### src/rtl/execute_muldiv_pkg.sv
// Shared types for the execute-stage HI/LO unit: decoded op encodings,
// datapath word type, FSM state enum and the divider step count.
package execute_muldiv_pkg;

  typedef logic [31:0] word_t;

  // Decoded op codes; values follow the MIPS SPECIAL funct field.
  typedef enum logic [5:0] {
    OP_MFHI  = 6'h10,
    OP_MTHI  = 6'h11,
    OP_MFLO  = 6'h12,
    OP_MTLO  = 6'h13,
    OP_MULT  = 6'h18,
    OP_MULTU = 6'h19,
    OP_DIV   = 6'h1A,
    OP_DIVU  = 6'h1B,
    OP_ADD   = 6'h20
  } decoded_op_t;

  typedef enum logic [1:0] {
    IDLE = 2'd0,
    MUL  = 2'd1,
    DIV  = 2'd2
  } muldiv_state_t;

  localparam int DIV_STEPS = 32;

endpackage

### src/rtl/execute_muldiv_div_iter.sv
// Radix-2 restoring divider core on unsigned magnitudes. One step per
// step_i cycle; quot_o/rem_o show the value after the step taken this cycle,
// so the caller can commit the final result on the same edge as the last step.
module execute_muldiv_div_iter
  import execute_muldiv_pkg::*;
(
  input  logic  clk,
  input  logic  resetn,
  input  logic  start_i,
  input  logic  step_i,
  input  word_t dividend_i,
  input  word_t divisor_i,
  output word_t quot_o,
  output word_t rem_o,
  output logic  last_o
);

  // acc_q = {partial remainder, dividend bits being replaced by quotient bits}
  logic [63:0] acc_q, acc_d;
  word_t       dvs_q;
  logic [5:0]  cnt_q;
  logic [64:0] shifted;
  logic [32:0] diff;

  // One restoring step: shift left, try subtracting the divisor from the top.
  always_comb begin
    shifted = {acc_q, 1'b0};
    diff    = shifted[64:32] - {1'b0, dvs_q};
    if (diff[32]) acc_d = shifted[63:0];
    else          acc_d = {diff[31:0], shifted[31:1], 1'b1};
  end

  assign quot_o = acc_d[31:0];
  assign rem_o  = acc_d[63:32];
  assign last_o = (cnt_q == 6'(DIV_STEPS - 1));

  // Load operands on start, otherwise advance one step when enabled.
  always_ff @(posedge clk or negedge resetn) begin
    if (!resetn) begin
      acc_q <= '0;
      dvs_q <= '0;
      cnt_q <= '0;
    end else if (start_i) begin
      acc_q <= {32'b0, dividend_i};
      dvs_q <= divisor_i;
      cnt_q <= '0;
    end else if (step_i) begin
      acc_q <= acc_d;
      cnt_q <= cnt_q + 6'd1;
    end
  end

endmodule

### src/rtl/execute_muldiv.sv
// Execute-stage HI/LO unit: MULT/MULTU through a fixed-latency multiplier
// pipe, DIV/DIVU through the iterative divider, MTHI/MTLO in one cycle.
// HI/LO are only ever written together with the done_o pulse.
//
// state | meaning
// IDLE  | accepting ops; MTHI/MTLO complete here
// MUL   | multiplier pipe in flight, MUL_LAT cycles
// DIV   | divider stepping, DIV_STEPS cycles, sign fixup on the last
module execute_muldiv
  import execute_muldiv_pkg::*;
#(
  parameter int MUL_LAT = 2
) (
  input  logic        clk,
  input  logic        resetn,
  input  logic        valid_i,
  input  decoded_op_t op_i,
  input  word_t       a_i,
  input  word_t       b_i,
  input  logic        flush_i,
  output logic        busy_o,
  output logic        done_o,
  output word_t       hi_o,
  output word_t       lo_o
);

  localparam int CNT_W = (MUL_LAT > 1) ? $clog2(MUL_LAT) : 1;

  muldiv_state_t state_q;
  word_t         hi_q, lo_q;
  logic          done_q;
  logic [63:0]   mul_a_q, mul_b_q, prod_q;
  logic [CNT_W-1:0] mul_cnt_q;
  logic          q_neg_q, r_neg_q;

  logic          accept, is_div, is_mul, div_signed, a_neg, b_neg;
  word_t         abs_a, abs_b;
  logic [63:0]   mul_prod, mul_res, ext_a, ext_b;
  logic          div_step, div_last;
  word_t         quot_nx, rem_nx, quot_fix, rem_fix;

  // Operand preparation for the op presented this cycle.
  always_comb begin
    accept     = valid_i & ~flush_i & (state_q == IDLE);
    is_div     = (op_i == OP_DIV) || (op_i == OP_DIVU);
    is_mul     = (op_i == OP_MULT) || (op_i == OP_MULTU);
    div_signed = (op_i == OP_DIV);
    a_neg      = div_signed & a_i[31];
    b_neg      = div_signed & b_i[31];
    abs_a      = a_neg ? word_t'(-a_i) : a_i;
    abs_b      = b_neg ? word_t'(-b_i) : b_i;
    // Low 64 bits of the extended product are correct for both signednesses.
    ext_a      = (op_i == OP_MULT) ? {{32{a_i[31]}}, a_i} : {32'b0, a_i};
    ext_b      = (op_i == OP_MULT) ? {{32{b_i[31]}}, b_i} : {32'b0, b_i};
  end

  assign mul_prod = mul_a_q * mul_b_q;
  assign mul_res  = (MUL_LAT == 1) ? mul_prod : prod_q;

  assign div_step = (state_q == DIV) & ~flush_i;
  assign quot_fix = q_neg_q ? word_t'(-quot_nx) : quot_nx;
  assign rem_fix  = r_neg_q ? word_t'(-rem_nx)  : rem_nx;

  execute_muldiv_div_iter u_div (
    .clk        (clk),
    .resetn     (resetn),
    .start_i    (accept & is_div),
    .step_i     (div_step),
    .dividend_i (abs_a),
    .divisor_i  (abs_b),
    .quot_o     (quot_nx),
    .rem_o      (rem_nx),
    .last_o     (div_last)
  );

  // Main FSM with HI/LO commit; flush always wins and discards the result.
  always_ff @(posedge clk or negedge resetn) begin
    if (!resetn) begin
      state_q   <= IDLE;
      hi_q      <= '0;
      lo_q      <= '0;
      done_q    <= 1'b0;
      mul_a_q   <= '0;
      mul_b_q   <= '0;
      prod_q    <= '0;
      mul_cnt_q <= '0;
      q_neg_q   <= 1'b0;
      r_neg_q   <= 1'b0;
    end else begin
      done_q <= 1'b0;
      if (flush_i) begin
        state_q <= IDLE;
      end else begin
        case (state_q)
          IDLE: begin
            if (accept) begin
              if (op_i == OP_MTHI) begin
                hi_q   <= a_i;
                done_q <= 1'b1;
              end else if (op_i == OP_MTLO) begin
                lo_q   <= a_i;
                done_q <= 1'b1;
              end else if (is_mul) begin
                mul_a_q   <= ext_a;
                mul_b_q   <= ext_b;
                mul_cnt_q <= CNT_W'(MUL_LAT - 1);
                state_q   <= MUL;
              end else if (is_div) begin
                q_neg_q <= a_neg ^ b_neg;
                r_neg_q <= a_neg;
                state_q <= DIV;
              end
            end
          end
          MUL: begin
            prod_q <= mul_prod;
            if (mul_cnt_q == '0) begin
              hi_q    <= mul_res[63:32];
              lo_q    <= mul_res[31:0];
              done_q  <= 1'b1;
              state_q <= IDLE;
            end else begin
              mul_cnt_q <= mul_cnt_q - 1'b1;
            end
          end
          DIV: begin
            if (div_last) begin
              hi_q    <= rem_fix;
              lo_q    <= quot_fix;
              done_q  <= 1'b1;
              state_q <= IDLE;
            end
          end
          default: state_q <= IDLE;
        endcase
      end
    end
  end

  assign busy_o = (state_q != IDLE);
  assign done_o = done_q;
  assign hi_o   = hi_q;
  assign lo_o   = lo_q;

endmodule
### config.mk
export PLATFORM = sky130hd
export DESIGN_NAME = execute_muldiv
export DESIGN_NICKNAME = d
export VERILOG_FILES = /design/src/rtl/execute_muldiv_pkg.sv /design/src/rtl/execute_muldiv_div_iter.sv /design/src/rtl/execute_muldiv.sv
export SDC_FILE = /design/constraint.sdc
export NUM_CORES = 2
export LEC_CHECK = 0
export ABC_AREA = 0
export CAP_MARGIN = 20
export CELL_PAD_IN_SITES_DETAIL_PLACEMENT = 2
export CELL_PAD_IN_SITES_GLOBAL_PLACEMENT = 2
export CORE_MARGIN = 2
export CORE_UTILIZATION = 39
export CTS_CLUSTER_SIZE = 24
export DETAILED_ROUTE_END_ITERATION = 8
export GPL_TIMING_DRIVEN = 1
export PLACE_DENSITY_LB_ADDON = 0.1
export SYNTH_ARGS = -nofsm -noshare
export SYNTH_HDL_FRONTEND = slang
export SYNTH_SLANG_ARGS = --single-unit
### constraint.sdc
create_clock -name clk -period 27.4 [get_ports clk]
set_input_delay 5.48 -clock clk [delete_from_list [all_inputs] [get_ports clk]]
set_output_delay 5.48 -clock clk [all_outputs]
set_load 0.05 [all_outputs]
==> impl_metrics.json <==
{
  "grt_first_pass_wirelength_um": 384300,
  "layout_common_cells": "inv_1, fa_1, nand2_1",
  "core_area_mm2": 0.1672,
  "cts_root_buf": "clkbuf_16",
  "worstPathMaxFanout": 33,
  "grt_pass1_vias": 57991,
  "worst_pin_slew_ps": 1188,
  "routed_wirelength_um": 252400,
  "synth_compound_area_share_pct": 8.027,
  "finalPower_w": 0.004271,
  "synth_top_family_by_area": "adder cells",
  "dieHeight_um": 414.2,
  "cts.sinks": 302,
  "cts_tree": "yes",
  "viasPerCell": 5.386,
  "cp-end-kind": "register",
  "drt_pass1_iterations": 5,
  "cts_hold_buf": 0,
  "slowest_stage": "fa_1",
  "port_buffers": 139,
  "status": "completed",
  "crit_path_max_incr_delay_ps": 1000,
  "layout_commonest_cell": "inv_1",
  "final_hold_viol_count": 0,
  "place_inst": 9161,
  "grtUsageTotal_pct": 29.88,
  "grt_max_degree": 89,
  "tns_ps": 0,
  "num_vias": 49765,
  "syn-instance-count": 7075,
  "rsz0062_at_grt": "false",
  "fp.dieW_um": 414.2,
  "antenna_found_initial": 15,
  "synth.distinct_cells": 91,
  "synth-simple-area-share_pct": 14.20,
  "drtIter0Drc": 3191,
  "ys_seq_area_share_pct": 11.52,
  "layout-drive-gt1-share_pct": 4.081,
  "drc": 0,
  "clk_pin_slew_ps": 60,
  "dieArea_mm2": 0.1716,
  "cp_data_arrival_time_ps": 10850,
  "wire_per_inst_um": 27.31,
  "initial_core_util_pct": 39.25,
  "finClkSkew_ps": 35.16,
  "max-cap-violations": 0,
  "cts_made_buffers": 40,
  "synth-xor-area-share_pct": 3.243,
  "synthesis.area_mm2": 0.06563,
  "critPathKind": "register to register",
  "syn-num-nets": 8925,
  "maxSlewViolCount": 0,
  "max_freq_mhz": 96.39,
  "synthTopCellsByArea": "fa_1, dfrtp_1, inv_1, ha_1, and2_1",
  "stdcell_count": 9240,
  "required_ps": 27880,
  "period_needed_ps": 10370,
  "synth_top_area_share_pct": 43.87,
  "row_count": 150,
  "nNetsFinal": 8850,
  "cts_resized": 0,
  "synth_warnings": 0,
  "synth_top_flop_cell": "dfrtp_1",
  "clk_path_buf_depth": 3,
  "overflow": 0,
  "syn_to_final_growth_pct": 7.678,
  "cts_setup_buffers": 0,
  "slew_headroom_pct": 20.06,
  "drtAntennaViolNets": 0,
  "timing.final.crit_share_pct": 37.86,
  "cts_max_level": 2,
  "yosysTopAreaCell": "fa_1",
  "yosys.area_share.adder_pct": 50.33,
  "final_util_pct": 42.26,
  "hold_class": "register to register",
  "synthArstFlopShare_pct": 100.0,
  "peakVddDrop_mv": 0.05233,
  "synth_area_per_cell_um2": 9.276,
  "synth-seq-cells": 302,
  "p_leak_nw": 35.18,
  "synth-edff-count": 0,
  "dp_hpwl_um": 206900,
  "path_common_cell": "fa_1",
  "pwr_density_cell_mw_per_mm2": 60.45,
  "cp-start-kind": "register",
  "synthMuxAreaShare_pct": 1.418,
  "gp_congestion": 0.9423,
  "io_pins": 140,
  "clk-insertion-delay-late_ps": 620,
  "finalSetupViolCount": 0
}
-- critical path, delay by kind of cell (launching register included) --
family / cells / cell delay (ps)
AO/OA/AOI/OAI: 5 / 900
adder cells (fa/ha/maj): 11 / 6150
buffers and inverters: 5 / 1040
flip-flops: 1 / 330
AND/OR/NAND/NOR: 7 / 1790
-- per-layer routing --
metal  vias to the layer above  part of all wire [%]  GRT usage [%]
met4                         8                   2.7          6.624
met2                      1080                    47          49.47
li1                      21205                     -              -
met5                         -                 0.020              0
met3                       245                   4.6          2.772
met1                     27227                    46          42.56
-- power breakdown --
part           total, W  internal [W]  switching, W  leakage, nW
combinational   0.00303       0.00101       0.00202         30.5
clock          0.000595      0.000343      0.000252        0.698
sequential     0.000649      0.000530      0.000119         3.98
-- synthesized netlist by cell type, drive strengths merged (5+ instances only) --
cell type / instances
inv: 1607
fa: 1438
nand2: 865
and2: 591
ha: 338
clkbuf: 326
dfrtp: 302
o21ai: 225
nor2: 206
xnor2: 164
a21oi: 141
o31ai: 79
xor2: 79
mux2: 64
a221oi: 53
a31oi: 52
a21o: 51
a211oi: 46
nand3: 36
nor3: 36
buf: 27
or3: 26
nand4: 24
o21a: 24
nand2b: 23
mux2i: 21
nor4: 18
and3: 17
o211ai: 17
o41ai: 17
nor2b: 16
or4: 15
o21bai: 13
or2: 12
a221o: 8
nand3b: 8
o2111ai: 8
nor3b: 7
o31a: 7
a21boi: 6
nor4b: 5
-- final cells by class --
class,instances,area [µm²]
diodes,4,10.01
clock buffers,49,1085
multi-input cells,4813,50720
flip-flops and latches,302,7565
inverters,1607,6032
well taps,2204,2758
repair buffers,236,2160
clock inverters,25,331.6
fillers,18204,96560
-- flip-flops by register name, indices dropped and copies added, names as in the netlist --
signal       cells
mul_res         64
u_div.acc_q     64
mul_a_q         33
mul_b_q         33
hi_o            32
lo_o            32
u_div.dvs_q     32
u_div.cnt_q      6
state_q          2
done_o           1
mul_cnt_q        1
q_neg_q          1
r_neg_q          1
-- stage by stage --
stage | hold WS [ps] | setup WS [ps] | cell area [µm²]
5_1_grt | 506.4 | 16560 | 70660
4_1_cts | 481.7 | 16990 | 70630
6_report | 479.3 | 17030 | 70670
3_5_place_dp | 465.2 | 17020 | 69210
2_1_floorplan | 439.0 | 18480 | 65630
3_3_place_gp | 463.3 | 17100 | 69160
-- kinds of logic after synthesis --
group | after synthesis
AO/OA/AOI/OAI | 794
XOR/XNOR | 243
adder cells (fa/ha/maj) | 1777
buffers and inverters | 1960
flip-flops | 302
multiplexers | 85
AND/OR/NAND/NOR | 1914
-- final timing paths --
| check | from | to | slack, ps | cells past startpoint |
|---|---|---|---|---|
| hold / removal | u_div.dvs_q[28] | u_div.dvs_q[28] | 480 | 2 |
| setup / recovery | mul_a_q[62] | mul_res[61] | 17030 | 28 |
| min in group asynchronous | resetn | u_div.acc_q[51] | 4800 | 1 |
| max in group asynchronous | resetn | mul_a_q[6] | 20500 | 4 |
| setup reg to reg | mul_a_q[62] | mul_res[61] | 17030 | 28 |
| hold reg to reg | u_div.dvs_q[28] | u_div.dvs_q[28] | 480 | 2 |
Note: power is estimated with default switching activity, not from simulation.
